==> src/rtl/muldiv_pkg.sv <==
// Shared definitions for the multi-cycle multiply/divide sequencer.
package muldiv_pkg;
  localparam int W_DEF     = 32;
  localparam int ITER_LAST = 31;

  typedef enum logic [1:0] {
    OP_MULT  = 2'd0,
    OP_MULTU = 2'd1,
    OP_DIV   = 2'd2,
    OP_DIVU  = 2'd3
  } op_e;

  typedef enum logic [1:0] {
    IDLE = 2'd0,
    RUN  = 2'd1,
    FIX  = 2'd2
  } state_e;
endpackage

==> src/rtl/muldiv_step.sv <==
// One combinational iteration: right-shift shift-add multiply or left-shift
// restoring divide on a {hi_half, lo_half} accumulator.
module muldiv_step
  import muldiv_pkg::*;
#(
  parameter int W = W_DEF
) (
  input  logic [2*W-1:0] acc,
  input  logic [W-1:0]   opnd,
  input  logic           is_div,
  output logic [2*W-1:0] acc_nxt,
  output logic           qbit
);
  logic [W:0]   add_sum;
  logic [W:0]   rem_sh;
  logic [W-1:0] rem_sub;

  always_comb begin
    add_sum = {1'b0, acc[2*W-1:W]} + (acc[0] ? {1'b0, opnd} : {(W+1){1'b0}});
    rem_sh  = acc[2*W-1:W-1];
    // The difference always fits W bits when the subtract is taken.
    rem_sub = rem_sh[W-1:0] - opnd;
    qbit    = is_div && (rem_sh >= {1'b0, opnd});
    if (is_div)
      acc_nxt = {(qbit ? rem_sub : rem_sh[W-1:0]), acc[W-2:0], 1'b0};
    else
      acc_nxt = {add_sum, acc[W-1:1]};
  end
endmodule

==> src/rtl/muldiv_seq.sv <==
// Multi-cycle MULT/MULTU/DIV/DIVU sequencer owning HI/LO; also services MTHI/MTLO.
// Optional MULDIV_EARLY_EXIT_EN: multiply exits once remaining multiplier bits are zero.
module muldiv_seq
  import muldiv_pkg::*;
#(
  parameter int W = W_DEF
) (
  input  logic         clk,
  input  logic         rst_n,
  input  logic         start,
  input  logic [1:0]   op,
  input  logic [W-1:0] rs_val,
  input  logic [W-1:0] rt_val,
  input  logic         hi_we,
  input  logic         lo_we,
  input  logic [W-1:0] wdata,
  output logic         busy,
  output logic         done,
  output logic         div_zero,
  output logic [W-1:0] hi,
  output logic [W-1:0] lo
);
  localparam int CW = $clog2(W);

  state_e         state;
  logic [CW-1:0]  count;
  logic [2*W-1:0] acc, acc_nxt;
  logic [W-1:0]   opnd;
  logic           is_div_r, neg_q, neg_r;
  logic           qbit, early;
  logic           div_in, sgn_in;
  logic [W-1:0]   abs_a, abs_b;
  logic [CW-1:0]  shamt;
  logic [2*W-1:0] prod, mres;
  logic [W-1:0]   res_hi, res_lo;

  function automatic logic [W-1:0] cneg_w(input logic [W-1:0] v, input logic n);
    return n ? (~v + 1'b1) : v;
  endfunction

  function automatic logic [2*W-1:0] cneg_2w(input logic [2*W-1:0] v, input logic n);
    return n ? (~v + 1'b1) : v;
  endfunction

  assign div_in = (op == OP_DIV) || (op == OP_DIVU);
  assign sgn_in = (op == OP_MULT) || (op == OP_DIV);
  assign abs_a  = cneg_w(rs_val, sgn_in && rs_val[W-1]);
  assign abs_b  = cneg_w(rt_val, sgn_in && rt_val[W-1]);

  muldiv_step #(.W(W)) u_step (
    .acc     (acc),
    .opnd    (opnd),
    .is_div  (is_div_r),
    .acc_nxt (acc_nxt),
    .qbit    (qbit)
  );

`ifdef MULDIV_EARLY_EXIT_EN
  // Multiplier bits still to be consumed sit below the product bits in the low half.
  assign early = !is_div_r &&
                 ((acc_nxt[W-1:0] & ({W{1'b1}} >> (count + 1'b1))) == {W{1'b0}});
`else
  assign early = 1'b0;
`endif

  // Fix-up: realign an early-exited product, then apply result signs.
  always_comb begin
    shamt  = CW'(ITER_LAST) - count;
    prod   = acc >> shamt;
    mres   = cneg_2w(prod, neg_q);
    res_hi = mres[2*W-1:W];
    res_lo = mres[W-1:0];
    if (is_div_r) begin
      res_hi = cneg_w(acc[2*W-1:W], neg_r);
      res_lo = (opnd == {W{1'b0}}) ? {W{1'b1}} : cneg_w(acc[W-1:0], neg_q);
    end
  end

  always_ff @(posedge clk or negedge rst_n) begin
    if (!rst_n) begin
      state    <= IDLE;
      busy     <= 1'b0;
      done     <= 1'b0;
      div_zero <= 1'b0;
      hi       <= '0;
      lo       <= '0;
      count    <= '0;
      acc      <= '0;
      opnd     <= '0;
      is_div_r <= 1'b0;
      neg_q    <= 1'b0;
      neg_r    <= 1'b0;
    end else begin
      done <= 1'b0;
      case (state)
        IDLE: begin
          if (start) begin
            state    <= RUN;
            busy     <= 1'b1;
            count    <= '0;
            div_zero <= 1'b0;
            is_div_r <= div_in;
            neg_q    <= sgn_in && (rs_val[W-1] ^ rt_val[W-1]);
            neg_r    <= sgn_in && rs_val[W-1];
            acc      <= {{W{1'b0}}, (div_in ? abs_a : abs_b)};
            opnd     <= div_in ? abs_b : abs_a;
          end else begin
            if (hi_we) hi <= wdata;
            if (lo_we) lo <= wdata;
          end
        end
        RUN: begin
          acc <= acc_nxt | {{(2*W-1){1'b0}}, qbit};
          if (count == CW'(ITER_LAST) || early) state <= FIX;
          else                                  count <= count + 1'b1;
        end
        FIX: begin
          hi    <= res_hi;
          lo    <= res_lo;
          if (is_div_r && opnd == {W{1'b0}}) div_zero <= 1'b1;
          done  <= 1'b1;
          busy  <= 1'b0;
          count <= '0;
          state <= IDLE;
        end
        default: begin
          state <= IDLE;
          busy  <= 1'b0;
        end
      endcase
    end
  end
endmodule
==> config.mk <==
export PLATFORM = sky130hd
export DESIGN_NAME = muldiv_seq
export DESIGN_NICKNAME = d
export VERILOG_FILES = /design/src/rtl/muldiv_pkg.sv /design/src/rtl/muldiv_step.sv /design/src/rtl/muldiv_seq.sv
export SDC_FILE = /design/constraint.sdc
export NUM_CORES = 1
export LEC_CHECK = 0
export ABC_AREA = 1
export CAP_MARGIN = 20
export CORE_ASPECT_RATIO = 1.25
export CORE_MARGIN = 2
export CORE_UTILIZATION = 30
export CTS_BUF_LIST = sky130_fd_sc_hd__clkbuf_4
export DETAILED_ROUTE_END_ITERATION = 10
export HOLD_SLACK_MARGIN = 0.15
export PLACE_DENSITY = 0.53
export SLEW_MARGIN = 5
export SYNTH_ARGS = -nofsm -noshare
export SYNTH_HDL_FRONTEND = slang
export SYNTH_SLANG_ARGS = --single-unit
==> constraint.sdc <==
create_clock -name clk -period 9.3 [get_ports clk]
set_input_delay 2.79 -clock clk [delete_from_list [all_inputs] [get_ports clk]]
set_output_delay 2.79 -clock clk [all_outputs]
set_load 0.03 [all_outputs]
==> metrics <==
Mapped Nets between 4000 and 5000; Most used DFF post-synth dfrtp_1; clock skew ~43 ps; core area just under 80000 sq um; Placer Congestion approximately 0.95; CP Class in2reg; die height 317 microns; Yosys cell types between 50 and 60; number of port buffers 169; Post-Place Cells about 5000; H-tree depth 4; commonest cells in the netlist nand2_1 (1128), nand3_1 (547), nor2_1 (459), inv_1 (365), o21ai_0 (264); Max Cap Viol 0; Final Instance Count excl. Fillers approximately 5200; Crit. End Element register; routed wire length about 110000 microns; clk slew on worst S/H paths about 200 ps; top-count cell post-synth nand2_1; first-pass GRT wire length roughly 160000 microns; drt pass-1 iters 5; Worst path slowest cell inv_1; RSZ-0062 raised after global routing false; yosys warns 0; count of state elements after synthesis around 170; proportion of netlist area held by the largest area contributor 18.4%; drt drc 0; root buffer cell clkbuf_4; synthesized area per cell ~5.8 sq um; Yosys top cell by area dfrtp_1; Post-synth EDFFs 0; total global-route track usage a little over a quarter; setup_tns 0 ps; crit-path cells clkdlybuf4s50_1, nand2_1, buf_4, inv_1, nor2_1, o21ai_2, buf_4, inv_1, nor2_1, a21oi_1; Mapped Cells just over 4000; Max stage delay on crit path ~780 ps; Rows roughly 110; I/O pins 170; Rel. slew slack ~25%; critical path peak fanout 36; WL/cell ~21 microns; synth top area cells dfrtp_1 (18%), nand2_1 (18%), nand3_1 (12%), nor2_1 (7.3%), inv_1 (5.8%); DP Area 25800 sq um; Die Area just over 80000 sq um; post-route clock period utilization between 50% and 60%; initial antenna violation count 4; Final #Nets between 4000 and 5000; starting density of the core between 30% and 40%; total number of vias about 28000; Final HPWL DP 87600 microns; CTS tree yes; worst endpoint required time ~10000 ps; DR vias/cell ~5.4; post-CTS setup buffer count 0; vias in the first global route about 26000; initial DRC count between 2000 and 3000; worst hold path type reg2reg; sequential fraction of the synthesis area a little under a fifth; hold buffer count at cts 0; Least-Margin Pin Slew around 1100 ps; outcome finished clean; Top delay family on crit path buffers and inverters; post-route cell area 26100 sq um; fin. max-slew vios 0; Fmax 190 MHz; worst-skew pair later-pin latency just over 800 ps; Final Setup Violations 0; Die W 254 microns; Tmin final 5270 ps; Cell Area, Synth between 20000 and 25000 sq um; GR Overflow Total 0; largest net degree at the start of global routing approximately 110; ys async rst share 100%; crit start category primary input; Worst Path Buf+Inv 5; TritonCTS buffer count 17; Max clock buf depth 2; PostCTS Resize Cnt 0; worst path arrival time around 6000 ps; CTS Sinks roughly 170; layout cell share with drive strength beyond 1 7.69%; Antenna Violating Nets Remaining 0; area delta synth->final 11.3%; Final Hold Vio Count 0
==> flip-flops by register name, summed over array words and instances, names as in the netlist <==
register  count
is_div_r      1
hi           32
neg_q         1
opnd         32
busy          1
lo           32
state         2
acc          64
neg_r         1
div_zero      1
count         5
done          1
==> worst min-delay path, delay by kind of cell (launching register included) <==
kind | cells | cell delay, ps
compound gates | 1 | 60
flops | 1 | 390
simple gates | 1 | 50
==> final timing paths <==
check / from / end / slack [ps] / cells after the start
min: lo[8]$_DFFE_PN0P_ / lo[8]$_DFFE_PN0P_ / 530 / 2
max in group asynchronous: rst_n / neg_q$_DFFE_PN0P_ / 5600 / 2
max: start / lo[16]$_DFFE_PN0P_ / 4030 / 10
max reg2reg: acc[31]$_DFFE_PN0P_ / acc[34]$_DFFE_PN0P_ / 4790 / 18
min reg2reg: lo[8]$_DFFE_PN0P_ / lo[8]$_DFFE_PN0P_ / 530 / 2
min in group asynchronous: rst_n / hi[21]$_DFFE_PN0P_ / 2090 / 1
==> layout by cell type (no fill, tap or decap), types with 6 or more instances in the layout <==
master	count
nand2_1	1128
nand3_1	547
nor2_1	456
inv_1	362
o21ai_0	264
a21oi_1	252
clkdlybuf4s50_1	168
dfrtp_1	166
nand3_2	87
nand2_2	71
ha_1	71
xor2_1	62
nor3_1	41
buf_4	39
xnor2_1	36
o21ai_1	33
nand4_1	32
o211ai_1	32
nor2_2	19
o221ai_1	19
nor4_1	18
or2_2	17
a31oi_1	17
clkbuf_4	17
o22ai_1	12
a22oi_1	10
inv_2	9
nand2_4	9
a21o_1	9
nand3b_1	8
nor2_4	8
a21boi_0	8
o21bai_1	7
diode_2	6
inv_8	6
==> routing by layer <==
| metal | vias up | GRT usage [%] | routed length, microns |
|---|---|---|---|
| met5 | - | 0 | 30 |
| met4 | 4 | 14.6 | 6200 |
| met3 | 212 | 3.18 | 6200 |
| met2 | 1015 | 43.8 | 50900 |
| met1 | 13000 | 33.8 | 45700 |
| li1 | 13500 | - | - |
==> metrics by stage <==
step / worst slack (ps) / hold slack, ps / util (%)
after global placement: 3190 / 495 / 33.3
after detailed placement: 3170 / 483 / 33.3
after CTS: 4040 / 527 / 33.7
after global routing: 3820 / 566 / 33.8
final: 4030 / 526 / 33.8
after floorplan: 4490 / 503 / -
==> area by class of cell <==
type,instances,area [sq um]
diodes,6,15.0
clock buffers,17,128
clock inverters,15,174
fillers,8821,51300
inverters,377,1430
multi-input cells,3316,16700
flip-flops and latches,173,4340
well taps,1044,1310
repair buffers,209,2020
==> cells by family (layout without fill, tap and decap cells) <==
| kind of cell | count (synthesis) | count (layout) | share of synthesized area [%] |
|---|---|---|---|
| AOI/OAI and AO/OA | 695 | 695 | 16.4 |
| xor gates and xnor gates | 98 | 98 | 3.65 |
| adders and majority gates | 73 | 73 | 3.95 |
| buffers and inverters | 587 | 618 | 10.4 |
| DFF | 173 | 173 | 18.4 |
| other | 0 | 6 | 0 |
| and+or+nand+nor | 2450 | 2450 | 47.1 |
Power is left out: the tool's default activity adds up to more than one toggle a clock period on the data nets, which glitch-free logic cannot reach.
